==> src/rtl/adc_scan_scheduler.sv <==
// adc_scan_scheduler
//   Paces readout of the 8-channel ADC interface. A divider produces periodic
//   sample ticks, which start only after a post-reset warmup. On each tick all
//   eight channel words are added into per-channel accumulators. After
//   2^AVG_LOG2 ticks the block average is latched. The averages for the
//   channels enabled in CH_MASK are then streamed out over a valid/ready
//   handshake.
//
// Ports
//   CLOCK, RESET          system clock, asynchronous active-low reset
//   ENABLE                scan enable (gates divider, clears accumulation)
//   CH_MASK[7:0]          per-channel stream enable, captured per result set
//   CH0..CH7[11:0]        latest conversion words
//   OUT_VALID/OUT_READY   result beat handshake
//   OUT_CH[2:0]           channel index of the beat
//   OUT_DATA[11:0]        averaged value
//   OUT_LAST              last enabled channel of the set
//   BUSY                  streaming in progress
//   OVERRUN               sticky: a completed set was dropped while streaming
//   CLR_OVERRUN           clears OVERRUN (a simultaneous new overrun wins)
//
// State table
//   ST_ACCUM  | waiting for a result set; accumulation runs
//   ST_STREAM | presenting beats of the captured set; accumulation still runs
module adc_scan_scheduler #(
  parameter int SAMPLE_DIV = 50000,
  parameter int AVG_LOG2   = 2,
  parameter int WARMUP     = 1000
) (
  input  logic        CLOCK,
  input  logic        RESET,
  input  logic        ENABLE,
  input  logic [7:0]  CH_MASK,
  input  logic [11:0] CH0,
  input  logic [11:0] CH1,
  input  logic [11:0] CH2,
  input  logic [11:0] CH3,
  input  logic [11:0] CH4,
  input  logic [11:0] CH5,
  input  logic [11:0] CH6,
  input  logic [11:0] CH7,
  output logic        OUT_VALID,
  input  logic        OUT_READY,
  output logic [2:0]  OUT_CH,
  output logic [11:0] OUT_DATA,
  output logic        OUT_LAST,
  output logic        BUSY,
  output logic        OVERRUN,
  input  logic        CLR_OVERRUN
);

  localparam int DIV_W  = $clog2(SAMPLE_DIV);
  localparam int WARM_W = (WARMUP > 0) ? $clog2(WARMUP + 1) : 1;
  localparam int ACC_W  = 12 + AVG_LOG2;
  localparam int SNAP_W = (AVG_LOG2 > 0) ? AVG_LOG2 : 1;
  localparam logic [SNAP_W-1:0] SNAP_LAST = SNAP_W'((1 << AVG_LOG2) - 1);

  typedef enum logic {ST_ACCUM, ST_STREAM} state_t;

  state_t             state_q, state_d;
  logic [WARM_W-1:0]  warm_cnt_q, warm_cnt_d;
  logic [DIV_W-1:0]   div_q, div_d;
  logic [SNAP_W-1:0]  snap_q, snap_d;
  logic [ACC_W-1:0]   acc_q [8];
  logic [ACC_W-1:0]   acc_d [8];
  logic [11:0]        res_q [8];
  logic [11:0]        res_d [8];
  logic [7:0]         mask_q, mask_d;
  logic [2:0]         ptr_q, ptr_d;
  logic               overrun_q, overrun_d;

  logic [11:0]        ch [8];
  logic [ACC_W-1:0]   sum [8];
  logic [11:0]        res_new [8];
  logic               warm_done, run, tick, set_done;
  logic [2:0]         first_ptr, next_ptr;
  logic               has_next;

  assign ch[0] = CH0;
  assign ch[1] = CH1;
  assign ch[2] = CH2;
  assign ch[3] = CH3;
  assign ch[4] = CH4;
  assign ch[5] = CH5;
  assign ch[6] = CH6;
  assign ch[7] = CH7;

  // Warmup is a down-counter that reloads on reset and stops at zero.
  assign warm_done = (warm_cnt_q == '0);
  assign run       = warm_done && ENABLE;
  assign tick      = run && (div_q == DIV_W'(SAMPLE_DIV - 1));

  always_comb begin
    warm_cnt_d = warm_cnt_q;
    if (!warm_done) warm_cnt_d = warm_cnt_q - 1'b1;

    div_d = div_q;
    if (!run || tick) div_d = '0;
    else              div_d = div_q + 1'b1;

    snap_d   = snap_q;
    set_done = 1'b0;
    for (int i = 0; i < 8; i++) begin
      acc_d[i]   = acc_q[i];
      sum[i]     = acc_q[i] + ACC_W'(ch[i]);
      res_new[i] = 12'(sum[i] >> AVG_LOG2);
    end

    // The completing tick folds in the current sample directly, so the
    // accumulators only ever hold 2^AVG_LOG2-1 samples and cannot overflow.
    if (!ENABLE) begin
      snap_d = '0;
      for (int i = 0; i < 8; i++) acc_d[i] = '0;
    end else if (tick) begin
      if (snap_q == SNAP_LAST) begin
        snap_d   = '0;
        set_done = 1'b1;
        for (int i = 0; i < 8; i++) acc_d[i] = '0;
      end else begin
        snap_d = snap_q + 1'b1;
        for (int i = 0; i < 8; i++) acc_d[i] = sum[i];
      end
    end
  end

  // Lowest set bit of the incoming mask, and next set bit above ptr in the
  // captured mask (descending scan so the lowest match is the one kept).
  always_comb begin
    first_ptr = '0;
    for (int j = 7; j >= 0; j--) begin
      if (CH_MASK[j]) first_ptr = 3'(j);
    end
    next_ptr = ptr_q;
    has_next = 1'b0;
    for (int j = 7; j >= 0; j--) begin
      if (mask_q[j] && (3'(j) > ptr_q)) begin
        next_ptr = 3'(j);
        has_next = 1'b1;
      end
    end
  end

  always_comb begin
    state_d   = state_q;
    mask_d    = mask_q;
    ptr_d     = ptr_q;
    overrun_d = overrun_q;
    for (int i = 0; i < 8; i++) res_d[i] = res_q[i];

    if (CLR_OVERRUN) overrun_d = 1'b0;

    case (state_q)
      ST_ACCUM: begin
        if (set_done && (CH_MASK != '0)) begin
          state_d = ST_STREAM;
          mask_d  = CH_MASK;
          ptr_d   = first_ptr;
          for (int i = 0; i < 8; i++) res_d[i] = res_new[i];
        end
      end
      ST_STREAM: begin
        if (set_done) overrun_d = 1'b1;
        if (OUT_READY) begin
          if (has_next) ptr_d = next_ptr;
          else          state_d = ST_ACCUM;
        end
      end
      default: state_d = ST_ACCUM;
    endcase
  end

  always_ff @(posedge CLOCK or negedge RESET) begin
    if (!RESET) begin
      state_q    <= ST_ACCUM;
      warm_cnt_q <= WARM_W'(WARMUP);
      div_q      <= '0;
      snap_q     <= '0;
      mask_q     <= '0;
      ptr_q      <= '0;
      overrun_q  <= 1'b0;
      for (int i = 0; i < 8; i++) begin
        acc_q[i] <= '0;
        res_q[i] <= '0;
      end
    end else begin
      state_q    <= state_d;
      warm_cnt_q <= warm_cnt_d;
      div_q      <= div_d;
      snap_q     <= snap_d;
      mask_q     <= mask_d;
      ptr_q      <= ptr_d;
      overrun_q  <= overrun_d;
      for (int i = 0; i < 8; i++) begin
        acc_q[i] <= acc_d[i];
        res_q[i] <= res_d[i];
      end
    end
  end

  assign BUSY      = (state_q == ST_STREAM);
  assign OUT_VALID = BUSY;
  assign OUT_CH    = ptr_q;
  assign OUT_DATA  = res_q[ptr_q];
  assign OUT_LAST  = BUSY && !has_next;
  assign OVERRUN   = overrun_q;

endmodule

==> config.mk <==
export PLATFORM = sky130hd
export DESIGN_NAME = adc_scan_scheduler
export DESIGN_NICKNAME = d
export VERILOG_FILES = /design/src/rtl/adc_scan_scheduler.sv
export SDC_FILE = /design/constraint.sdc
export NUM_CORES = 1
export LEC_CHECK = 0
export BUFFER_PORTS_ARGS = -buffer_cell sky130_fd_sc_hd__buf_2
export CORE_ASPECT_RATIO = 1.25
export CORE_MARGIN = 3
export CORE_UTILIZATION = 42
export CTS_CLUSTER_DIAMETER = 50
export DETAILED_ROUTE_END_ITERATION = 8
export PLACE_DENSITY = 0.7
export SLEW_MARGIN = 5
export SYNTH_ARGS = -nofsm -noshare
export SYNTH_HDL_FRONTEND = slang
export SYNTH_SLANG_ARGS = --single-unit
export TNS_END_PERCENT = 20
==> constraint.sdc <==
create_clock -name CLOCK -period 3.3 [get_ports CLOCK]
set_input_delay 0.66 -clock CLOCK [delete_from_list [all_inputs] [get_ports CLOCK]]
set_output_delay 0.66 -clock CLOCK [all_outputs]
set_load 0.005 [all_outputs]
# --- Yosys cells after proc, flatten, opt, wreduce, memory -nomap -nowiden ---
# Cells that the tools add are included.
word_totals:
  register_bits: 249
  latch_bits: 0
  ramBits: 0
  mem_bits_ro: 0
  input_bits: 109
  output_inout_bits: 19
  word_cells: 119
  memories: 0
op_classes:
  addsub: 11
  mul: 0
  div: 0
  magnitude_cmp: 9
  n_eq_ne: 7
  n_shift: 0
  mux: 48
  n_bitwise: 2
  reduce_logical: 19
ops:
  columns: ["operator", "count"]
  rows:
  - ["112-bit two-way mux", 3]
  - ["14-bit by 12-bit adder with 14-bit output", 8]
  - ["3-bit two-way mux", 19]
  - ["12-bit binary-select mux with 3-bit select", 1]
  - ["12-bit two-way mux", 2]
  - ["1-bit two-way mux", 17]
  - ["16-bit by 1-bit adder with 16-bit output, second input constant", 1]
  - ["16-bit equality test, second input constant", 1]
  - ["16-bit two-way mux", 1]
  - ["3-bit greater-than comparator, first input constant", 4]
  - ["1-bit logical AND", 12]
  - ["10-bit logical NOT", 1]
  - ["10-bit by 1-bit subtractor with 10-bit output, second input constant", 1]
  - ["9-bit by 1-bit != test with 1-bit output, second input constant", 1]
  - ["8-bit nonzero test", 1]
  - ["1-bit by 3-bit greater-than comparator with 1-bit output, first input constant", 2]
  - ["2-bit by 3-bit greater-than comparator with 1-bit output, first input constant", 2]
  - ["2-bit two-way mux", 3]
  - ["3-bit one-hot mux with 2 select lines", 1]
  - ["4-bit >= comparator, second input constant", 1]
  - ["2-bit by 1-bit != test with 1-bit output, second input constant", 2]
  - ["2-bit != test, second input constant", 2]
  - ["3-bit NOT with 4-bit output", 1]
  - ["4-bit AND reduction", 1]
  - ["other kinds (7)", 8]

# --- Logic depth before layout (Yosys ltp) ---
# Gate-level depths: netlist of the first run.
depth:
  word_depth: 13
  depth_mapped: 11
  depth_no_buf: 10

# --- Worst setup path after synthesis of the first run ---
# No wires, ideal clock.
synth_path:
  path_kind: "input to register"
  start: "input CH6[0]"
  end: "register res_q[20] (netlist bit)"
  setup_time_ns: 0.127
  arrival_ns: 2.577
  required_time_ns: 3.173
  path_slack_ns: 0.596
  cell_stages: 9
  path_buffers: 0
  path_cell_list: "ha_1 > fa_1 > a21o_1 > a21oi_1 > o21ai_0 > a31oi_1 > o21bai_1 > xor2_1 > mux2_1"
synth_via:
  elab_chain_len: 1
synth_lines:
  columns: ["item", "line_no", "text"]
  rows:
  - ["start, declared", "40", "input logic [11:0] CH6,"]
  - ["14-bit by 12-bit adder with 14-bit output", "105", "sum[i] = acc_q[i] + ACC_W'(ch[i]);"]
  - ["end signal, assigned by index", "195", "res_q[i] <= res_d[i];"]
  - ["end, declared", "66", "logic [11:0] res_q [8];"]
# No other way between the ends.
# A chain may end at the register's enable or synchronous reset.

# --- Worst setup path after layout of the first run ---
layout_path:
  start: "register ptr_q[1], in the netlist OUT_CH[1]"
  end: "output OUT_LAST"
layout_via:
  elab_chain_len: 12
  elab_cells_between_ends: 26
  classes_between: "8 x order compare; 8 x mux; 10 x reduce/logical"
layout_lines:
  columns: ["item", "line_no", "text"]
  rows:
  - ["start, declared", "69", "logic [2:0] ptr_q, ptr_d;"]
  - ["start signal, assigned", "191", "ptr_q <= ptr_d;"]
  - ["3-bit greater-than comparator", "136", "if (mask_q[j] && (3'(j) > ptr_q)) begin"]
  - ["1-bit logical AND", "136", null]
  - ["1-bit two-way mux (7 in a row)", "136", null]
  - ["1-bit two-way mux (*)", "136", null]
  - ["1-bit logical NOT (*)", "204", "assign OUT_LAST = BUSY && !has_next;"]
  - ["1-bit logical AND (*)", "204", null]
  - ["end, declared", "46", "output logic OUT_LAST,"]
# Every way passes the cells marked *; elsewhere a longest branch is shown, timed or not.

==> results of run 1 <==
[path summary, 6_finish.rpt]
check / startpoint / endpoint / slack [ps] / cells after the start
min in group CLOCK: CLR_OVERRUN / OVERRUN$_DFF_PN0_ / 290 / 2
worst max-delay path: OUT_CH[1]$_DFFE_PN0P_ / OUT_LAST / 210 / 6
worst max register to register: warm_cnt_q[0]$_DFFE_PN0P_ / res_q[32]$_DFFE_PN0P_ / 620 / 8
worst min register to register: res_q[35]$_DFFE_PN0P_ / res_q[35]$_DFFE_PN0P_ / 480 / 2
worst min-delay path: RESET / acc_q[98]$_DFFE_PN0P_ / 100 / 1
max in group asynchronous: RESET / acc_q[71]$_DFFE_PN0P_ / 2310 / 2
[area by class of cell]
class | instances | area share
multi-input cells | 1010 | 0.472
flip-flops and latches | 248 | 0.372
repair buffers | 150 | 0.0527
clock buffers | 39 | 0.0487
well taps | 462 | 0.0346
inverters | 47 | 0.0106
clock inverters | 14 | 0.00936
[cell families after synthesis]
logic type      count (synthesis)  share of synthesized area
mux                           107                     0.0992
flops                         248                      0.427
xor+xnor                      114                     0.0686
simple gates                  290                     0.0969
fa+ha+maj                     108                     0.0969
buf+inv                        98                     0.0316
compound gates                391                      0.180
[layer usage]
| metal | track usage | share of wire | routed length (um) |
|---|---|---|---|
| met2 | 0.343 | 0.50 | 18200 |
| met4 | 0.0617 | 0.027 | 996 |
| met3 | 0.0321 | 0.049 | 1800 |
| met5 | 0 | 0.00019 | 7 |
| met1 | 0.242 | 0.42 | 15400 |
[power by group]
part | leakage (nW) | total, W | internal, W | switching (W)
Sequential | 3.44 | 0.00309 | 0.00306 | 0.0000305
Combinational | 4.27 | 0.000744 | 0.000291 | 0.000452
Clock | 0.475 | 0.00324 | 0.00191 | 0.00134
[Yosys cell counts (4+ instances only)]
cell / instances / area share
sky130_fd_sc_hd__a211oi_1: 7 / 0.0036
sky130_fd_sc_hd__a21o_1: 31 / 0.016
sky130_fd_sc_hd__a21oi_1: 77 / 0.026
sky130_fd_sc_hd__a22o_1: 77 / 0.046
sky130_fd_sc_hd__a311oi_1: 5 / 0.0030
sky130_fd_sc_hd__a31o_2: 7 / 0.0042
sky130_fd_sc_hd__a31oi_1: 8 / 0.0034
sky130_fd_sc_hd__a41oi_1: 4 / 0.0024
sky130_fd_sc_hd__and2_1: 4 / 0.0017
sky130_fd_sc_hd__and3_1: 5 / 0.0021
sky130_fd_sc_hd__buf_2: 17 / 0.0058
sky130_fd_sc_hd__buf_6: 8 / 0.0062
sky130_fd_sc_hd__clkbuf_1: 20 / 0.0052
sky130_fd_sc_hd__dfrtp_1: 242 / 0.42
sky130_fd_sc_hd__dfstp_2: 6 / 0.011
sky130_fd_sc_hd__fa_1: 8 / 0.011
sky130_fd_sc_hd__ha_1: 100 / 0.086
sky130_fd_sc_hd__inv_1: 46 / 0.012
sky130_fd_sc_hd__mux2_1: 73 / 0.056
sky130_fd_sc_hd__mux2_2: 5 / 0.0039
sky130_fd_sc_hd__mux2i_1: 7 / 0.0048
sky130_fd_sc_hd__mux4_2: 22 / 0.034
sky130_fd_sc_hd__nand2_1: 129 / 0.033
sky130_fd_sc_hd__nand2b_1: 13 / 0.0056
sky130_fd_sc_hd__nand3_1: 20 / 0.0069
sky130_fd_sc_hd__nand4_1: 14 / 0.0060
sky130_fd_sc_hd__nor2_1: 54 / 0.014
sky130_fd_sc_hd__nor2b_1: 16 / 0.0069
sky130_fd_sc_hd__nor3_1: 6 / 0.0021
sky130_fd_sc_hd__o211ai_1: 13 / 0.0067
sky130_fd_sc_hd__o21a_1: 11 / 0.0057
sky130_fd_sc_hd__o21ai_0: 63 / 0.022
sky130_fd_sc_hd__o21ai_1: 42 / 0.014
sky130_fd_sc_hd__o21bai_1: 15 / 0.0077
sky130_fd_sc_hd__o22ai_1: 10 / 0.0043
sky130_fd_sc_hd__or3_1: 4 / 0.0017
sky130_fd_sc_hd__xnor2_1: 68 / 0.041
sky130_fd_sc_hd__xor2_1: 46 / 0.028
[state kept, by name, indices dropped and copies added (netlist names)]
register    cells
acc_q         112
res_q          96
div_q          16
warm_cnt_q     10
mask_q          7
OUT_CH          3
snap_q          2
BUSY            1
OVERRUN         1
[critical path: cells and delay by family, from the launching register on]
family                 cells  cell delay, ps
AND/OR/NAND/NOR            2             620
buffers and inverters      2             550
flip-flops                 1             420
AO/OA/AOI/OAI              2             280
[through the flow]
stage	worst slack (ps)	hold slack, ps	total power (W)
global route	87.0	139	0.00736
global placement	346	464	0.00389
floorplan	596	364	0.00357
detailed placement	310	472	0.00390
finish	211	99.1	0.00707
CTS	181	121	0.00716
==> metrics.md, run 1 <==
| Metric | Value |
|---|---|
| Result of the run | finished clean |
| I/O pin cnt | around 130 |
| Clock latency on the worst-skew pair | 560 ps |
| Slew at the pin closest to its max-slew limit | just under 700 ps |
| Register bit count reported by yosys | ~250 |
| Most common cell after layout, fill and taps aside | sky130_fd_sc_hd__dfrtp_1 |
| Peak ir drop on the vdd network | ~0.41 mV |
| Setup repair after global routing missed its margin | false |
| Remaining Overflow, GRT | 0 |
| Hold buffer count at cts | 0 |
| Die Width | 173 um |
| Data required time at the worst endpoint | about 2600 ps |
| Final setup skew | approximately 18 ps |
| Worst Path Arrival | between 2000 and 2500 ps |
| Via count | about 11000 |
| Highest-count cells in the layout ignoring fill and taps | 242 x sky130_fd_sc_hd__dfrtp_1, 129 x sky130_fd_sc_hd__nand2_1, 126 x sky130_fd_sc_hd__buf_2, 100 x sky130_fd_sc_hd__ha_1 |
| Tightest Hold Check Type | in2async |
| Fraction of the cycle the final worst path needs | 0.936 |
| Seq/Total Area, Yosys | 0.427 |
| Footprint of the multi-input gates | 7900 um^2 |
| Final design area excluding fillers | roughly 17000 um^2 |
| Total Routed Length | 36300 um |
| Remaining max-slew budget at the tightest pin | 0.545 |
| Achievable clock frequency | ~0.32 GHz |
| Count of flip-flops with a built-in enable after synthesis | 0 |
| Unique masters post-synth | approximately 70 |
| Wire per inst | 18.4 um |
| Post-DP HPWL | 27000 um |
| Number of instances in the synthesized netlist | 1356 |
| Placer congestion estimate | 0.880 |
| Total routing usage reported by global routing | 0.194 |
| Synthesized net count | 1573 |
| Fillers | around 3000 |
| Total standard cell area after synthesis | 14600 um^2 |
| Resized cells post-CTS | 0 |
| Iteration-0 DRC count of the detailed router | 679 |
| Count of antenna diodes in the layout | 0 |
| Number of max-cap violations | 0 |
| Time the worst path needs with I/O delays and setup | around 3100 ps |
| Kind of capture point of the worst setup path | output port |
| Total count of max-transition violations in the final report | 0 |
| Setup Viol. Count Final | 0 |
| Placeable core region | ~34000 um^2 |
| H-tree depth | 1 |
| # placed instances | between 1500 and 2000 |
| Syn. warnings | 0 |
| Area used by sequential logic in the layout | just over 6000 um^2 |
| Worst-path maximum fanout | 28 |
| Slowest cell on crit path | sky130_fd_sc_hd__dfrtp_1 |
| Maximum number of pins on one net before global-route repair | just over 80 |
| Clock tree buffer depth | 3 |
| Startpoint-to-endpoint class of the critical path | reg2out |
| Total iterations of the first detailed-routing run | 5 |
| Number of placement rows | 75 |
| Clock sinks | ~250 |
| Port buffer count | 127 |
| Average cell area after synthesis | between 10 and 15 um^2 |
| Summed negative setup slack over all endpoints | 0 ps |
| DIE HEIGHT | approximately 210 um |
| Ratio of total power to cell area | between 400 and 500 nW/um^2 |
| Most used flip-flop cell after synthesis | sky130_fd_sc_hd__dfrtp_1 |
| Die area | 36900 um^2 |
| # DRC | 0 |
| DRT antenna net count | 0 |
| Vias in the first global route | 11171 |
| Fraction of layout instances using a drive strength above 1 | 0.170 |
| Cells along the critical path | buf_4 -> o21bai_1 -> a21oi_1 -> or2_2 -> nor3_2 -> buf_2 |
| Slowest Stage Delay on Critical Path | ~420 ps |
| LEAKAGE | approximately 8 nW |
| Final net count | ~1700 |
| Placed standard-cell area | between 15000 and 20000 um^2 |
| Antenna violations before repair | 1 |
| Relative area change from synthesis to final layout | 14.8% |
| Clock transition at the registers of the reported paths | roughly 60 ps |
| Startpoint type of the worst setup path | flip-flop |
| Number of non-filler instances in the completed layout | about 2000 |
| Buffer type at the clock tree root | sky130_fd_sc_hd__clkbuf_16 |
| Synth async-reset ratio | 1.00 |
| Share of the core filled with cells in the final layout | 0.493 |
| Drt via density | around 5.6 |
| CTS Buf Count | 29 |
| Count of final hold-check violations | 0 |
| Starting utilization of the core area | 0.430 |
| CTS tree | done |
| Global-route wire length before repair | roughly 60000 um |
| # Post-CTS Setup Buffers | 0 |
(Power assumes the default switching activity.)
==> run 2, diff against run 1 <==
--- a/config.mk
+++ b/config.mk
@@ -7,7 +7,7 @@
 export LEC_CHECK = 0
 export BUFFER_PORTS_ARGS = -buffer_cell sky130_fd_sc_hd__buf_2
 export CORE_ASPECT_RATIO = 1.25
-export CORE_MARGIN = 3
+export CORE_MARGIN = 1
 export CORE_UTILIZATION = 42
 export CTS_CLUSTER_DIAMETER = 50
 export DETAILED_ROUTE_END_ITERATION = 8
==> metrics.md, run 2 (synthesized netlist as in run 1, its figures left out) <==
| Metric | Value |
|---|---|
| CTS Buf Count | 29 (unchanged) |
| Die area | 35400 um^2 (-4.1%) |
| Most common cell after layout, fill and taps aside | sky130_fd_sc_hd__dfrtp_1 |
| Post-DP HPWL | 25800 um (-4.5%) |
| Count of final hold-check violations | 0 (unchanged) |
| Port buffer count | 127 (unchanged) |
| Clock sinks | 248 (unchanged) |
| Power share of the clock group | 0.469 (+0.011) |
| H-tree depth | 1 (unchanged) |
| Number of non-filler instances in the completed layout | 1964 (-0.30%) |
| Internal cell power | 0.00540 W (+2.7%) |
| Placeable core region | 33900 um^2 (unchanged) |
| DIE HEIGHT | 210 um (-1.9%) |
| DRT antenna net count | 0 (unchanged) |
| Fraction of layout instances using a drive strength above 1 | 0.166 (-0.00398) |
| Buffer type at the clock tree root | sky130_fd_sc_hd__clkbuf_16 |
| Drt via density | 5.51 (-1.1%) |
| Worst Path Arrival | 2320 ps (-110 ps) |
| Worst-path maximum fanout | 30 (+7.1%) |
| Antenna violations before repair | 0 (-1) |
| Number of flip-flops under the largest register name | 112 (unchanged) |
| Hold buffer count at cts | 0 (unchanged) |
| Ratio of total power to cell area | 431 nW/um^2 (+1.8%) |
| Time the worst path needs with I/O delays and setup | 2980 ps (-112 ps) |
| Startpoint-to-endpoint class of the critical path | reg2out |
| Setup repair after global routing missed its margin | false |
| Startpoint type of the worst setup path | flip-flop |
| Logic pwr share | 0.104 (about the same) |
| Via count | 10817 (-1.4%) |
| Vias in the first global route | 10880 (-2.6%) |
| Clock transition at the registers of the reported paths | 60 ps (about the same) |
| Area used by sequential logic in the layout | 6210 um^2 (unchanged) |
| Footprint of the multi-input gates | 7900 um^2 (about the same) |
| Iteration-0 DRC count of the detailed router | 538 (-21%) |
| Final net count | 1696 (-0.41%) |
| Total routing usage reported by global routing | 0.206 (+0.0117) |
| Number of placement rows | 75 (unchanged) |
| Fillers | 3043 (+0.20%) |
| Switching power as a share of total power | 0.251 (-0.00566) |
| Total iterations of the first detailed-routing run | 5 (unchanged) |
| Placer congestion estimate | 0.870 (-1.1%) |
| Number of max-cap violations | 0 (unchanged) |
| Slew at the pin closest to its max-slew limit | 694 ps (+11.4 ps) |
| Clock tree buffer depth | 3 (unchanged) |
| Result of the run | finished clean |
| Global-route wire length before repair | 57500 um (-2.0%) |
| Highest-count cells in the layout ignoring fill and taps | 242 x sky130_fd_sc_hd__dfrtp_1, 129 x sky130_fd_sc_hd__nand2_1, 126 x sky130_fd_sc_hd__buf_2, 100 x sky130_fd_sc_hd__ha_1 |
| Fraction of the cycle the final worst path needs | 0.902 (-0.0340) |
| # placed instances | 1910 (-0.37%) |
| Resized cells post-CTS | 0 (unchanged) |
| Power spent charging and discharging nets | 0.00181 W (-0.28%) |
| Remaining max-slew budget at the tightest pin | 0.537 (-0.00760) |
| Tightest Hold Check Type | in2async |
| Total Routed Length | 35900 um (-1.3%) |
| # DRC | 0 (unchanged) |
| Achievable clock frequency | 0.336 GHz (+3.8%) |
| LEAKAGE | 8.19 nW (about the same) |
| Die Width | 169 um (-2.3%) |
| Wire per inst | 18.3 um (-1.0%) |
| Maximum number of pins on one net before global-route repair | 93 (+12%) |
| Data required time at the worst endpoint | 2640 ps (about the same) |
| Count of antenna diodes in the layout | 0 (unchanged) |
| Sequential group share of total power | 0.428 (-0.009) |
| Kind of capture point of the worst setup path | output port |
| Remaining Overflow, GRT | 0 (unchanged) |
| Starting utilization of the core area | 0.430 (unchanged) |
| Peak ir drop on the vdd network | 0.390 mV (-5.8%) |
| CTS tree | done |
| I/O pin cnt | 128 (unchanged) |
| Summed negative setup slack over all endpoints | 0 ps (unchanged) |
| Final setup skew | 21.5 ps (+3.06 ps) |
| Registers with the highest flip-flop counts | acc_q: 112 flops, res_q: 96 flops, div_q: 16 flops |
| Setup Viol. Count Final | 0 (unchanged) |
| Largest Register | acc_q |
| # Post-CTS Setup Buffers | 0 (unchanged) |
| Clock latency on the worst-skew pair | 560 ps (about the same) |
| Total count of max-transition violations in the final report | 0 (unchanged) |
| Relative area change from synthesis to final layout | 15.0% |
==> run 2: cell count changes in the layout (fill, tap and decap cells not counted), sizes merged <==
| cell | before | now |
|---|---|---|
| clkinv | 4 | 6 |
| bufinv | 2 | 4 |
| buf | 150 | 143 |
| inv | 54 | 50 |
| clkbuf | 39 | 40 |
==> run 2: layout make-up <==
class | instances | share of cell area
clock buffers | 40 | 0.0488
clock inverters | 14 | 0.0116
inverters | 47 | 0.0105
multi-input cells | 1010 | 0.472
flip-flops and latches | 248 | 0.371
well taps | 462 | 0.0345
repair buffers | 143 | 0.0517
==> run 2: metal layers <==
layer / track usage / vias to the layer above / wire length (um)
li1: - / 5213 / -
met1: 0.265 / 5295 / 15300
met2: 0.358 / 251 / 17800
met3: 0.0216 / 58 / 1660
met4: 0.0740 / 0 / 1060
met5: 0 / - / 0
==> run 2: per-stage QoR <==
stage          setup slack (ps)  cell area, um^2  hold slack [ps]  utilization  power (W)
6_report                    323            16700             88.5        0.494    0.00721
5_1_grt                     191            16700              144        0.494    0.00746
4_1_cts                     302            16700              129        0.494    0.00728
3_5_place_dp                290            15700              478        0.464    0.00390
3_3_place_gp                346            15700              464        0.464    0.00388
2_1_floorplan               596            14600              364            -    0.00357
==> run 2: power groups by stage <==
| stage | clock network [W] | registers, W | logic [W] |
|---|---|---|---|
| floorplan | 0 | 0.00313 | 0.000442 |
| global placement | 0 | 0.00314 | 0.000743 |
| detailed placement | 0 | 0.00314 | 0.000755 |
| CTS | 0.00343 | 0.00309 | 0.000758 |
| global route | 0.00356 | 0.00309 | 0.000818 |
| finish | 0.00338 | 0.00309 | 0.000748 |
==> run 2: path summary, 6_finish.rpt <==
check / from / end / slack [ps] / cells after the start
max: OUT_CH[0]$_DFFE_PN0P_ / OUT_LAST / 320 / 6
min: RESET / acc_q[28]$_DFFE_PN0P_ / 90 / 1
max reg2reg: acc_q[14]$_DFFE_PN0P_ / res_q[20]$_DFFE_PN0P_ / 700 / 9
min reg2reg: res_q[17]$_DFFE_PN0P_ / res_q[17]$_DFFE_PN0P_ / 490 / 1
max in group asynchronous: RESET / res_q[94]$_DFFE_PN0P_ / 2260 / 2
min in group CLOCK: OUT_READY / BUSY$_DFF_PN0_ / 290 / 2
==> run 2: critical path, stage by stage, from the launching register on <==
cell and delay (ps):
sky130_fd_sc_hd__dfrtp_1 370, sky130_fd_sc_hd__buf_12 240, sky130_fd_sc_hd__nor2_1 90, sky130_fd_sc_hd__a31o_2 270
sky130_fd_sc_hd__or2_2 320, sky130_fd_sc_hd__nor3_2 300, sky130_fd_sc_hd__buf_2 170
==> run 3, diff against run 2 <==
--- a/config.mk
+++ b/config.mk
@@ -8,10 +8,10 @@
 export BUFFER_PORTS_ARGS = -buffer_cell sky130_fd_sc_hd__buf_2
 export CORE_ASPECT_RATIO = 1.25
 export CORE_MARGIN = 1
-export CORE_UTILIZATION = 42
+export CORE_UTILIZATION = 53
 export CTS_CLUSTER_DIAMETER = 50
 export DETAILED_ROUTE_END_ITERATION = 8
-export PLACE_DENSITY = 0.7
+export PLACE_DENSITY = 0.82
 export SLEW_MARGIN = 5
 export SYNTH_ARGS = -nofsm -noshare
 export SYNTH_HDL_FRONTEND = slang
==> metrics.md, run 3 (synthesized netlist as in run 1, its figures left out) <==
| Metric | Value |
|---|---|
| Number of placement rows | 67 (-11%) |
| Worst-path maximum fanout | 28 (-6.7%) |
| Time the worst path needs with I/O delays and setup | 3020 ps (+47.6 ps) |
| Final net count | 1696 (unchanged) |
| Total iterations of the first detailed-routing run | 5 (unchanged) |
| Die Width | 150 um (-11%) |
| Total Routed Length | 35500 um (-1.1%) |
| # Post-CTS Setup Buffers | 0 (unchanged) |
| Number of flip-flops under the largest register name | 112 (unchanged) |
| Ratio of total power to cell area | 425 nW/um^2 (-1.4%) |
| Clock sinks | 248 (unchanged) |
| Clock tree buffer depth | 3 (unchanged) |
| Starting utilization of the core area | 0.541 (+0.111) |
| Resized cells post-CTS | 0 (unchanged) |
| CTS Buf Count | 26 (-10%) |
| Fraction of layout instances using a drive strength above 1 | 0.167 (+0.00100) |
| Placed standard-cell area | 15600 um^2 (-0.95%) |
| I/O pin cnt | 128 (unchanged) |
| Drt via density | 6.03 (+9.5%) |
| Port buffer count | 127 (unchanged) |
| Final design area excluding fillers | 16500 um^2 (-1.4%) |
| Vias in the first global route | 11393 (+4.7%) |
| Total count of max-transition violations in the final report | 0 (unchanged) |
| Setup Viol. Count Final | 0 (unchanged) |
| DIE HEIGHT | 187 um (-11%) |
| # DRC | 0 (unchanged) |
| Clock transition at the registers of the reported paths | 70 ps (about the same) |
| Maximum number of pins on one net before global-route repair | 101 (+8.6%) |
| Remaining max-slew budget at the tightest pin | 0.263 (-0.274) |
| Iteration-0 DRC count of the detailed router | 691 (+28%) |
| Relative area change from synthesis to final layout | 13.4% |
| Remaining Overflow, GRT | 0 (unchanged) |
| Achievable clock frequency | 0.331 GHz (-1.6%) |
| Hold buffer count at cts | 0 (unchanged) |
| Startpoint-to-endpoint class of the critical path | reg2out |
| Data required time at the worst endpoint | 2640 ps (about the same) |
| DRT antenna net count | 0 (unchanged) |
| Wire per inst | 19.2 um (+5.3%) |
| CTS tree | done |
| Summed negative setup slack over all endpoints | 0 ps (unchanged) |
| Startpoint type of the worst setup path | flip-flop |
| Hold WS | 170 ps (+82.0 ps) |
| Tightest Hold Check Type | in2async |
| Placer congestion estimate | 0.910 (+4.6%) |
| Highest-count cells in the layout ignoring fill and taps | 242 x sky130_fd_sc_hd__dfrtp_1, 129 x sky130_fd_sc_hd__nand2_1, 126 x sky130_fd_sc_hd__buf_2, 100 x sky130_fd_sc_hd__ha_1 |
| Number of max-cap violations | 0 (unchanged) |
| Most common cell after layout, fill and taps aside | sky130_fd_sc_hd__dfrtp_1 |
| Placeable core region | 26900 um^2 (-21%) |
| Result of the run | finished clean |
| Peak ir drop on the vdd network | 0.381 mV (-2.2%) |
| Fillers | 2096 (-31%) |
| Kind of capture point of the worst setup path | output port |
| Fraction of the cycle the final worst path needs | 0.917 (+0.0144) |
| Count of antenna diodes in the layout | 0 (unchanged) |
| Final setup skew | 15.5 ps (-6.01 ps) |
| Clock latency on the worst-skew pair | 540 ps (-20 ps) |
| Registers with the highest flip-flop counts | acc_q: 112 flops, res_q: 96 flops, div_q: 16 flops |
| Via count | 11124 (+2.8%) |
| Count of final hold-check violations | 0 (unchanged) |
| Largest Register | acc_q |
| Global-route wire length before repair | 58000 um (+0.79%) |
| Number of non-filler instances in the completed layout | 1844 (-6.1%) |
| Antenna violations before repair | 2 (+2) |
| Die area | 28100 um^2 (-21%) |
| Total routing usage reported by global routing | 0.261 (+0.0553) |
| Post-DP HPWL | 25400 um (-1.4%) |
| # placed instances | 1796 (-6.0%) |
| Slew at the pin closest to its max-slew limit | 1110 ps (+411 ps) |
| H-tree depth | 1 (unchanged) |
| Worst Path Arrival | 2360 ps (+40 ps) |
| LEAKAGE | 8.15 nW (-0.48%) |
| Setup repair after global routing missed its margin | false |
| Buffer type at the clock tree root | sky130_fd_sc_hd__clkbuf_16 |
## run 3: cell count changes in the layout (fill, tap and decap cells not counted), sizes merged
cell      delta
inv          +1
buf          +3
clkinvlp     +2
clkbuf       -8
clkinv       -1
## run 3: area by class of cell
cell class / count / area (um^2) / share of cell area
repair buffers: 146 / 863 / 0.0523
clock inverters: 16 / 205 / 0.0124
inverters: 47 / 176 / 0.0107
well taps: 345 / 432 / 0.0261
flip-flops and latches: 248 / 6210 / 0.376
clock buffers: 32 / 724 / 0.0439
multi-input cells: 1010 / 7900 / 0.478
## run 3: power breakdown
part | internal [W] | switching, W
clock network | 0.00189 | 0.00129
logic | 0.000290 | 0.000450
registers | 0.00306 | 0.0000342
## run 3: critical path, stage by stage (launching register included)
cell	delay (ps)
sky130_fd_sc_hd__dfrtp_1	410
sky130_fd_sc_hd__buf_4	380
sky130_fd_sc_hd__o21bai_1	170
sky130_fd_sc_hd__a21oi_1	90
sky130_fd_sc_hd__or2_2	310
sky130_fd_sc_hd__nor3_2	280
sky130_fd_sc_hd__buf_2	170
## run 3: path summary, 6_finish.rpt
check                                      start  cells after the start  slack, ps                         to
max in group asynchronous                  RESET                      2       2300  warm_cnt_q[5]$_DFFE_PN1P_
hold / removal                             RESET                      1        170      acc_q[31]$_DFFE_PN0P_
min in group CLOCK                     OUT_READY                      2        300             BUSY$_DFF_PN0_
setup / recovery           OUT_CH[1]$_DFFE_PN0P_                      6        280                   OUT_LAST
hold reg to reg            res_q[11]$_DFFE_PN0P_                      2        480      res_q[11]$_DFFE_PN0P_
setup reg to reg              div_q[4]$_DFF_PN0_                      7        570      OUT_CH[1]$_DFFE_PN0P_
## run 3: stage by stage
stage               worst slack, ps  power (W)  utilization
floorplan                       596    0.00357            -
global placement                353    0.00387        0.579
detailed placement              308    0.00389        0.579
CTS                             272    0.00705        0.614
global route                    137    0.00726        0.614
finish                          275    0.00702        0.614
## run 3: routing by layer
layer / share of wire / track usage
met1: 0.42 / 0.328
met2: 0.50 / 0.450
met3: 0.046 / 0.0388
met4: 0.036 / 0.0979
met5: 0.00076 / 0
